`config.mk`:
```
export PLATFORM = sky130hd
export DESIGN_NAME = lock_sequencer
export DESIGN_NICKNAME = d
export VERILOG_FILES = /design/src/rtl/lock_pkg.sv /design/src/rtl/edge_pulse.sv /design/src/rtl/lock_sequencer.sv
export SDC_FILE = /design/constraint.sdc
export NUM_CORES = 1
export LEC_CHECK = 0
export ABC_AREA = 0
export CORE_MARGIN = 2
export CORE_UTILIZATION = 55
export CTS_CLUSTER_SIZE = 8
export DETAILED_ROUTE_END_ITERATION = 8
export PLACE_DENSITY = 0.81
export SLEW_MARGIN = 20
export SYNTH_ARGS = -nofsm -noshare
export SYNTH_HDL_FRONTEND = slang
export SYNTH_HIERARCHICAL = 1
export SYNTH_SLANG_ARGS = --single-unit
```
`constraint.sdc`:
```
create_clock -name Clock -period 3.16 [get_ports Clock]
set_clock_uncertainty 0.1 [all_clocks]
set_input_delay 0.632 -clock Clock [delete_from_list [all_inputs] [get_ports Clock]]
set_output_delay 0.632 -clock Clock [all_outputs]
set_load 0.01 [all_outputs]
```
`src/rtl/lock_pkg.sv`:
```
// Shared definitions for the keypad lock sequencer.
// Contents:
//   lock_state_e : FSM state type; the codes also drive the display
//   DEFAULT_PW   : stored password after reset
//   clog2        : ceiling log2, used to size counters
package lock_pkg;

  typedef enum logic [2:0] {
    ST_IDLE     = 3'd0,
    ST_UNLOCKED = 3'd1,
    ST_CHG_AUTH = 3'd2,
    ST_CHG_NEW  = 3'd3,
    ST_ALARM    = 3'd4
  } lock_state_e;

  localparam logic [3:0] DEFAULT_PW = 4'b0110;

  function automatic int clog2(input int value);
    int r;
    r = 0;
    while ((1 << r) < value) r++;
    return r;
  endfunction

endpackage

```
`src/rtl/edge_pulse.sv`:
```
// Rising-edge detector that turns a button level into a one-cycle pulse.
// The history register is preset to 1 in reset, so a button that is held
// through reset gives no pulse until it is released and pressed again.
// Ports:
//   clk_i   : clock, rising edge
//   rst_i   : synchronous active-high reset
//   level_i : raw button level
//   pulse_o : high for one cycle after a 0->1 transition of level_i
module edge_pulse (
  input  logic clk_i,
  input  logic rst_i,
  input  logic level_i,
  output logic pulse_o
);

  logic level_q;

  always_ff @(posedge clk_i) begin
    if (rst_i) begin
      level_q <= 1'b1;
    end else begin
      level_q <= level_i;
    end
  end

  assign pulse_o = level_i & ~level_q;

endmodule

```
`src/rtl/lock_sequencer.sv`:
```
// Sequencing controller for the keypad password lock. Holds the stored
// password, detects enter/change presses, and runs the open, change-password
// and alarm sequences with a shared failed-attempt limit, an auto-relock
// timer and an inactivity timeout. All outputs are registered.
// Ports:
//   Clock      : system clock, rising edge
//   Reset      : synchronous active-high reset
//   enter      : enter button level
//   change     : change button level
//   userpass   : password switches
//   OPEN       : door open indicator
//   ALARM      : sticky alarm indicator (cleared only by Reset)
//   NEW        : high while waiting for the new password
//   state_o    : current state code for the display
//   tries_left : MAX_TRIES minus consecutive failed attempts
// Handshake: none; enter/change are levels, each press is one event.
module lock_sequencer #(
  parameter int                PW_W           = 4,
  parameter logic [PW_W-1:0]   DEFAULT_PW     = lock_pkg::DEFAULT_PW,
  parameter int                MAX_TRIES      = 3,
  parameter int                OPEN_CYCLES    = 8,
  parameter int                TIMEOUT_CYCLES = 32
) (
  input  logic                                   Clock,
  input  logic                                   Reset,
  input  logic                                   enter,
  input  logic                                   change,
  input  logic [PW_W-1:0]                        userpass,
  output logic                                   OPEN,
  output logic                                   ALARM,
  output logic                                   NEW,
  output logic [2:0]                             state_o,
  output logic [lock_pkg::clog2(MAX_TRIES+1)-1:0] tries_left
);

  import lock_pkg::*;

  localparam int TMR_MAX = (OPEN_CYCLES > TIMEOUT_CYCLES) ? OPEN_CYCLES : TIMEOUT_CYCLES;
  localparam int TMR_W   = (clog2(TMR_MAX) < 1) ? 1 : clog2(TMR_MAX);
  localparam int TRY_W   = clog2(MAX_TRIES + 1);

  localparam logic [TMR_W-1:0] OPEN_LOAD = TMR_W'(OPEN_CYCLES - 1);
  localparam logic [TMR_W-1:0] TOUT_LOAD = TMR_W'(TIMEOUT_CYCLES - 1);
  localparam logic [TRY_W-1:0] MAX_F     = TRY_W'(MAX_TRIES);

  lock_state_e       state_q, state_d;
  logic [PW_W-1:0]   pw_q, pw_d;
  logic [TRY_W-1:0]  fails_q, fails_d, fails_inc;
  logic [TMR_W-1:0]  timer_q, timer_d, timer_dec;
  logic              open_q, alarm_q, new_q;
  logic [TRY_W-1:0]  tries_q;

  logic enter_p, change_p;
  logic enter_ev, change_ev;
  logic match, fail_ev, timer_zero;

  edge_pulse u_enter_edge (
    .clk_i   (Clock),
    .rst_i   (Reset),
    .level_i (enter),
    .pulse_o (enter_p)
  );

  edge_pulse u_change_edge (
    .clk_i   (Clock),
    .rst_i   (Reset),
    .level_i (change),
    .pulse_o (change_p)
  );

  // Enter wins a simultaneous press; the change event is dropped.
  assign enter_ev   = enter_p;
  assign change_ev  = change_p & ~enter_p;
  assign match      = (userpass == pw_q);
  assign timer_zero = (timer_q == '0);
  assign timer_dec  = timer_zero ? '0 : timer_q - 1'b1;
  assign fails_inc  = fails_q + 1'b1;

  always_comb begin
    state_d = state_q;
    pw_d    = pw_q;
    fails_d = fails_q;
    timer_d = timer_q;
    fail_ev = 1'b0;

    case (state_q)
      ST_IDLE: begin
        if (enter_ev && match) begin
          state_d = ST_UNLOCKED;
          fails_d = '0;
          timer_d = OPEN_LOAD;
        end else if (enter_ev) begin
          fail_ev = 1'b1;
        end else if (change_ev) begin
          state_d = ST_CHG_AUTH;
          timer_d = TOUT_LOAD;
        end
      end

      ST_UNLOCKED: begin
        if (enter_ev) begin
          state_d = ST_IDLE;
        end else if (change_ev) begin
          // Already authenticated, so go straight to entering the new password.
          state_d = ST_CHG_NEW;
          timer_d = TOUT_LOAD;
        end else if (timer_zero) begin
          state_d = ST_IDLE;
        end else begin
          timer_d = timer_dec;
        end
      end

      ST_CHG_AUTH: begin
        if (change_ev || (enter_ev && match)) begin
          state_d = ST_CHG_NEW;
          fails_d = '0;
          timer_d = TOUT_LOAD;
        end else if (enter_ev) begin
          fail_ev = 1'b1;
          timer_d = TOUT_LOAD;
        end else if (timer_zero) begin
          state_d = ST_IDLE;
        end else begin
          timer_d = timer_dec;
        end
      end

      ST_CHG_NEW: begin
        if (enter_ev || change_ev) begin
          pw_d    = userpass;
          state_d = ST_IDLE;
        end else if (timer_zero) begin
          state_d = ST_IDLE;
        end else begin
          timer_d = timer_dec;
        end
      end

      ST_ALARM: begin
        state_d = ST_ALARM;
      end

      default: begin
        state_d = ST_IDLE;
      end
    endcase

    // Shared failure rule for IDLE and CHG_AUTH; the alarm overrides any
    // state chosen above.
    if (fail_ev) begin
      if (fails_q != MAX_F) begin
        fails_d = fails_inc;
      end
      if (fails_inc == MAX_F) begin
        state_d = ST_ALARM;
      end
    end
  end

  always_ff @(posedge Clock) begin
    if (Reset) begin
      state_q <= ST_IDLE;
      pw_q    <= DEFAULT_PW;
      fails_q <= '0;
      timer_q <= '0;
      open_q  <= 1'b0;
      alarm_q <= 1'b0;
      new_q   <= 1'b0;
      tries_q <= MAX_F;
    end else begin
      state_q <= state_d;
      pw_q    <= pw_d;
      fails_q <= fails_d;
      timer_q <= timer_d;
      open_q  <= (state_d == ST_UNLOCKED);
      alarm_q <= (state_d == ST_ALARM);
      new_q   <= (state_d == ST_CHG_NEW);
      tries_q <= MAX_F - fails_d;
    end
  end

  assign OPEN       = open_q;
  assign ALARM      = alarm_q;
  assign NEW        = new_q;
  assign state_o    = state_q;
  assign tries_left = tries_q;

endmodule

```
Yosys cells after proc, flatten, opt, wreduce, memory -nomap -nowiden
Index checks and enable logic that the tools add are counted.
{"block": "classes", "add_sub_neg": 3, "eq_ne": 14, "muxes": 31, "bitwise_logic": 6, "reduce_logical": 8}
{"cell": "$mux W5", "count": 9}
{"cell": "$mux W3", "count": 11}
{"cell": "$pmux W5 S4", "count": 1}
{"cell": "$pmux W3 S5", "count": 1}
{"cell": "$eq A3 B2 Y1 const B", "count": 3}
{"cell": "$mux W2", "count": 4}
{"cell": "$eq A3 B1 Y1 const B", "count": 2}
{"cell": "$eq A3 B3 Y1 const B", "count": 2}
{"cell": "$ne A2 B2 Y1 const B", "count": 3}
{"cell": "$ne A3 B3 Y1 const B", "count": 2}
{"cell": "$logic_not A5 Y1", "count": 1}
{"cell": "$reduce_and A5 Y1", "count": 1}
{"cell": "$sub A5 B1 Y5 const B", "count": 1}
{"cell": "$eq A4 B4 Y1", "count": 1}
{"cell": "$pmux W2 S2", "count": 1}
{"cell": "$reduce_bool A4 Y1", "count": 1}
{"cell": "$and A1 B1 Y1", "count": 3}
{"cell": "$logic_not A3 Y1", "count": 1}
{"cell": "$mux W1", "count": 3}
{"cell": "$not A1 Y1", "count": 3}
{"cell": "$add A2 B1 Y2 const B", "count": 1}
{"cell": "$eq A2 B2 Y1 const B", "count": 1}
{"cell": "$logic_or A1 B1 Y1", "count": 2}
{"cell": "$pmux W1 S2", "count": 1}
{"cell": "3 further kinds", "count": 3}
{"block": "word_totals", "register_bits": 21, "input_bits": 8, "out_inout_bits": 8, "wordCells": 72}

Logic depth before layout (Yosys ltp)
{"block": "logic_depth", "depth_word": 11, "ltp_mapped": 7}

Hierarchy
Netlist, hierarchy kept.
{"module": "lock_sequencer", "n_inst": 1, "cells_each": 110, "area_each_um2": 1002.2, "seq_area_each_um2": 380.4}
{"module": "edge_pulse", "n_inst": 2, "cells_each": 3, "area_each_um2": 32.5, "seq_area_each_um2": 20.0}

Worst setup path before layout
Ideal clock, no wire load.
{"block": "synth_path", "path_type": "in2reg", "from": "input port change", "to": "register timer_q[0]", "arrival_ns": 1.946, "required_time_ns": 2.941, "path_slack_ns": 0.996, "stages": 6, "path_buffers": 0, "path_cell_list": "nor2b_1 > nand2_1 > a21oi_1 > a2bb2oi_1 > a21oi_1 > o221a_2"}
{"block": "synth_between", "elab_chain_len": 5}
{"item": "start, declared", "line": "lock_sequencer.sv:27", "rtl": "input logic change,"}
{"item": "$and A1 B1 Y1 *", "line": "edge_pulse.sv:26", "rtl": "assign pulse_o = level_i & ~level_q;"}
{"item": "$and A1 B1 Y1 *", "line": "lock_sequencer.sv:73", "rtl": "assign change_ev = change_p & ~enter_p;"}
{"item": "$mux W5, or another cell as far along", "line": "lock_sequencer.sv:103", "rtl": "end else if (change_ev) begin"}
{"item": "$mux W5, or another cell as far along", "line": "lock_sequencer.sv:101", "rtl": "if (enter_ev) begin"}
{"item": "$pmux W5 S4 / $reduce_and A5 Y1 (equally long branches)"}
{"item": "end signal, assigned", "line": "lock_sequencer.sv:175", "rtl": "timer_q <= timer_d;"}
{"item": "end, declared", "line": "lock_sequencer.sv:49", "rtl": "logic [TMR_W-1:0] timer_q, timer_d, timer_dec;"}
Every way passes the cells marked *; elsewhere a longest branch is shown, timed or not. The select of a mux whose other input is x is not followed.
A chain may end at the register's enable or synchronous reset.

Worst setup path after layout
{"block": "layout_path", "from": "input port enter", "to": "register tries_q[0], in the netlist tries_left[0]"}
{"block": "layout_between", "elab_chain_len": 9}
{"item": "start, declared", "line": "lock_sequencer.sv:26", "rtl": "input logic enter,"}
{"item": "$and A1 B1 Y1 *", "line": "edge_pulse.sv:26"}
{"item": "net enter_ev", "line": "lock_sequencer.sv:54", "rtl": "logic enter_ev, change_ev;"}
{"item": "$not A1 Y1", "line": "lock_sequencer.sv:73"}
{"item": "$and A1 B1 Y1", "line": "lock_sequencer.sv:73"}
{"item": "$logic_or A1 B1 Y1", "line": "lock_sequencer.sv:115", "rtl": "if (change_ev || (enter_ev && match)) begin"}
{"item": "$mux W2", "line": "lock_sequencer.sv:115"}
{"item": "$pmux W2 S2", "line": "lock_sequencer.sv:86", "rtl": "case (state_q)"}
{"item": "$mux W2", "line": "lock_sequencer.sv:152", "rtl": "if (fails_q != MAX_F) begin"}
{"item": "$mux W2 *", "line": "lock_sequencer.sv:151", "rtl": "if (fail_ev) begin"}
{"item": "$sub A2 B2 Y2 *", "line": "lock_sequencer.sv:179", "rtl": "tries_q <= MAX_F - fails_d;"}
{"item": "end signal, assigned", "line": "lock_sequencer.sv:179"}
{"item": "end, declared", "line": "lock_sequencer.sv:51", "rtl": "logic [TRY_W-1:0] tries_q;"}
The timed path passes the listed nets; every way through them passes the cells marked *.

==> flow_metrics.tcl <==
set metrics [dict create \
    crit_buf_inv 1 \
    final.min_clock_period_ns 2.55 \
    dr.first_iter.drc_count 11 \
    drive_gt1_share_pct 11.4 \
    wl_per_cell_um 13.1 \
    yosysUniqueCellTypes 41 \
    ys_seq_area_share_pct 39.4 \
    synth_area_mm2 0.00107 \
    crit_fanout 9 \
    cellLeakagePower_uw 0.000459 \
    yosysWarnings 6 \
    startpoint_type "input port" \
    htree_levels 1 \
    setup_viol 0 \
    cts_resized 0 \
    crit_arrival_ns 2.66 \
    synth_ff_type "dfxtp_1" \
    drc 0 \
    cts_buffers 3 \
    irDropWorstVdd_v 0.000290 \
    dr.pass1.iters 4 \
    dp_hpwl_um 1550 \
    ys_ff_latch 21 \
    slew_violations 0 \
    area_growth_pct 18.3 \
    coreArea_mm2 0.00178 \
    finalNetCount 144 \
    synth_top_area_share_pct 39.4 \
    yosys.area.top_type "dfxtp_1" \
    clock_path_buffers 2 \
    initial_core_util_pct 59.9 \
    antenna_found_initial 0 \
    setup_tns_ns 0 \
    die-width_um 48.1 \
    slowest_delay_ns 0.46 \
    async_reset_ff_share_pct 0 \
    dieArea_mm2 0.00231 \
    worstPathRequired_ns 3.27 \
    finalHoldViolCount 0 \
    vias 882 \
    dieHeight_um 48.1 \
    clock-root-buffer "clkbuf_4" \
    critPathTopFamily "simple AND/OR/NAND/NOR gates" \
    min_path_type "flop to flop" \
    clock_latency_ns 0.30 \
    status "complete, no violations" \
    slew_headroom_pct 52.4 \
    synthTopCellsByArea "dfxtp_1, a21oi_1, mux2i_1, ha_1, xor2_1" \
    maxCapViolCount 0 \
    place_congestion 0.768 \
    crit_path_top_delay_cell "clkdlybuf4s50_1" \
    post-place-ws_ns 0.287 \
    tightest_slew_ns 0.707 \
    grt_max_degree 17 \
    p_per_area_mw_per_mm2 399 \
    post_cts_buffers 0 \
    grt_pass1_wl_um 3420 \
    syn-num-nets 127 \
    port_buffers 15 \
    finalCritPeriodShare_pct 80.6 \
    setup_slack_ns 0.612 \
    cts_tree "yes" \
    grtUsageTotal_pct 21.0 \
    antennaDiodeCount 0 \
    cp_cell_sequence "clkdlybuf4s50_1 > nor2b_1 > and2_1 > or3b_4 > or3_1 > o21a_1" \
    clk_pin_slew_worst_paths_ns 0.12 \
    synth_edf_count 0 \
    rsz0062_at_grt "false" \
    syn_inst 116 \
    ant_nets 0 \
    cts_sinks 21 \
    grt-ovfl-total 0 \
    critPathKind "input port to flop" \
    crit_path_end_kind "flop" \
    fmax_mhz 392 \
    grt_pass1_vias 836 \
    wl_um 2060 \
    rows 15 \
    viasPerCell 5.62 \
    avgSynthCellArea_um2 9.20 \
    io_pins 16 \
    cts_hold_buf 0 \
]
[worst reg2reg max path: cells and delay by family, from the launching register on]
family	cells	cell delay, ns
AOI/OAI and AO/OA	1	0.11
DFF	1	0.32
and+or+nand+nor	4	1.42
[flip-flops by register name, indices dropped and copies added, names as in the netlist]
register and count:
tries_left 2, ALARM 1, OPEN 1, NEW 1, timer_q 5, u_enter_edge/level_q 1
u_change_edge/level_q 1, state_o 3, fails_q 2, pw_q 4
[cell usage in the layout (no fill, tap or decap), types with 4 or more instances in the layout]
cell type        count
nand2_1              6
nor3_1               4
o21ai_0              4
a21oi_1              9
nand3_1              4
clkdlybuf4s50_1     15
dfxtp_1             21
xor2_1               4
mux2i_1              4
nor2_1               9
inv_1                8
[synth_stat cells, types with 2 or more instances]
| cell type | n |
|---|---|
| o21ai_0 | 4 |
| inv_1 | 8 |
| nor2_1 | 9 |
| o221a_2 | 2 |
| or3_1 | 2 |
| o21a_1 | 2 |
| buf_2 | 2 |
| xor2_1 | 4 |
| ha_1 | 3 |
| mux2i_1 | 4 |
| nand3_1 | 4 |
| o32a_1 | 2 |
| nor3_1 | 4 |
| or2_1 | 2 |
| nand2_1 | 6 |
| a21oi_1 | 9 |
| nor4_1 | 2 |
| a221oi_1 | 2 |
| dfxtp_1 | 21 |
| nor2b_1 | 3 |
[cell families after synthesis]
kind of cell | after synthesis | synth area share [%]
AND/OR/NAND/NOR | 40 | 22.3
flip-flops | 21 | 39.4
XOR/XNOR | 5 | 4.10
adder cells (fa/ha/maj) | 3 | 3.52
buffers and inverters | 12 | 4.81
multiplexers | 4 | 3.75
AO/OA/AOI/OAI | 31 | 22.2
[stage by stage]
step                utilization (%)  instances  total power (µW)  area (µm²)  hold slack (ns)
CTS                            70.8        157               507        1260            0.413
global route                   70.8        157               527        1260            0.436
global placement               69.3        153               378        1230            0.375
floorplan                         -        116               350        1070            0.362
finish                         70.8        157               503        1260            0.409
detailed placement             69.3        153               381        1230            0.383
[path summary, 6_finish.rpt]
kind | slack, ns | start | to | cells after the start
worst max-delay path | 0.61 | enter | tries_left[0] | 6
worst min-delay path | 0.41 | pw_q[1] | pw_q[1] | 2
worst max register to register | 1.13 | u_enter_edge/level_q | tries_left[0] | 5
worst min register to register | 0.41 | pw_q[1] | pw_q[1] | 2
[report_power, final]
group	switching [µW]	total (µW)	internal, µW
Clock	81.0	128	47.1
Sequential	10.9	287	276
Combinational	46.2	88.6	42.4
Total	138	503	365
[layer usage]
metal / global-route usage (%) / part of all wire [%] / up-vias
li1: - / - / 456
met1: 27.9 / 48 / 413
met2: 33.9 / 49 / 11
met3: 2.26 / 1.8 / 2
met4: 10.3 / 0.63 / 0
met5: 0 / 0 / -
[area by class of cell]
cell class | instances | area, µm²
flip-flops and latches | 21 | 420
clock buffers | 3 | 22.5
clock inverters | 1 | 5.00
multi-input cells | 83 | 596
well taps | 25 | 31.3
fillers | 143 | 520
inverters | 8 | 30.0
repair buffers | 16 | 158
No activity file was read; power rests on OpenSTA's default activity.
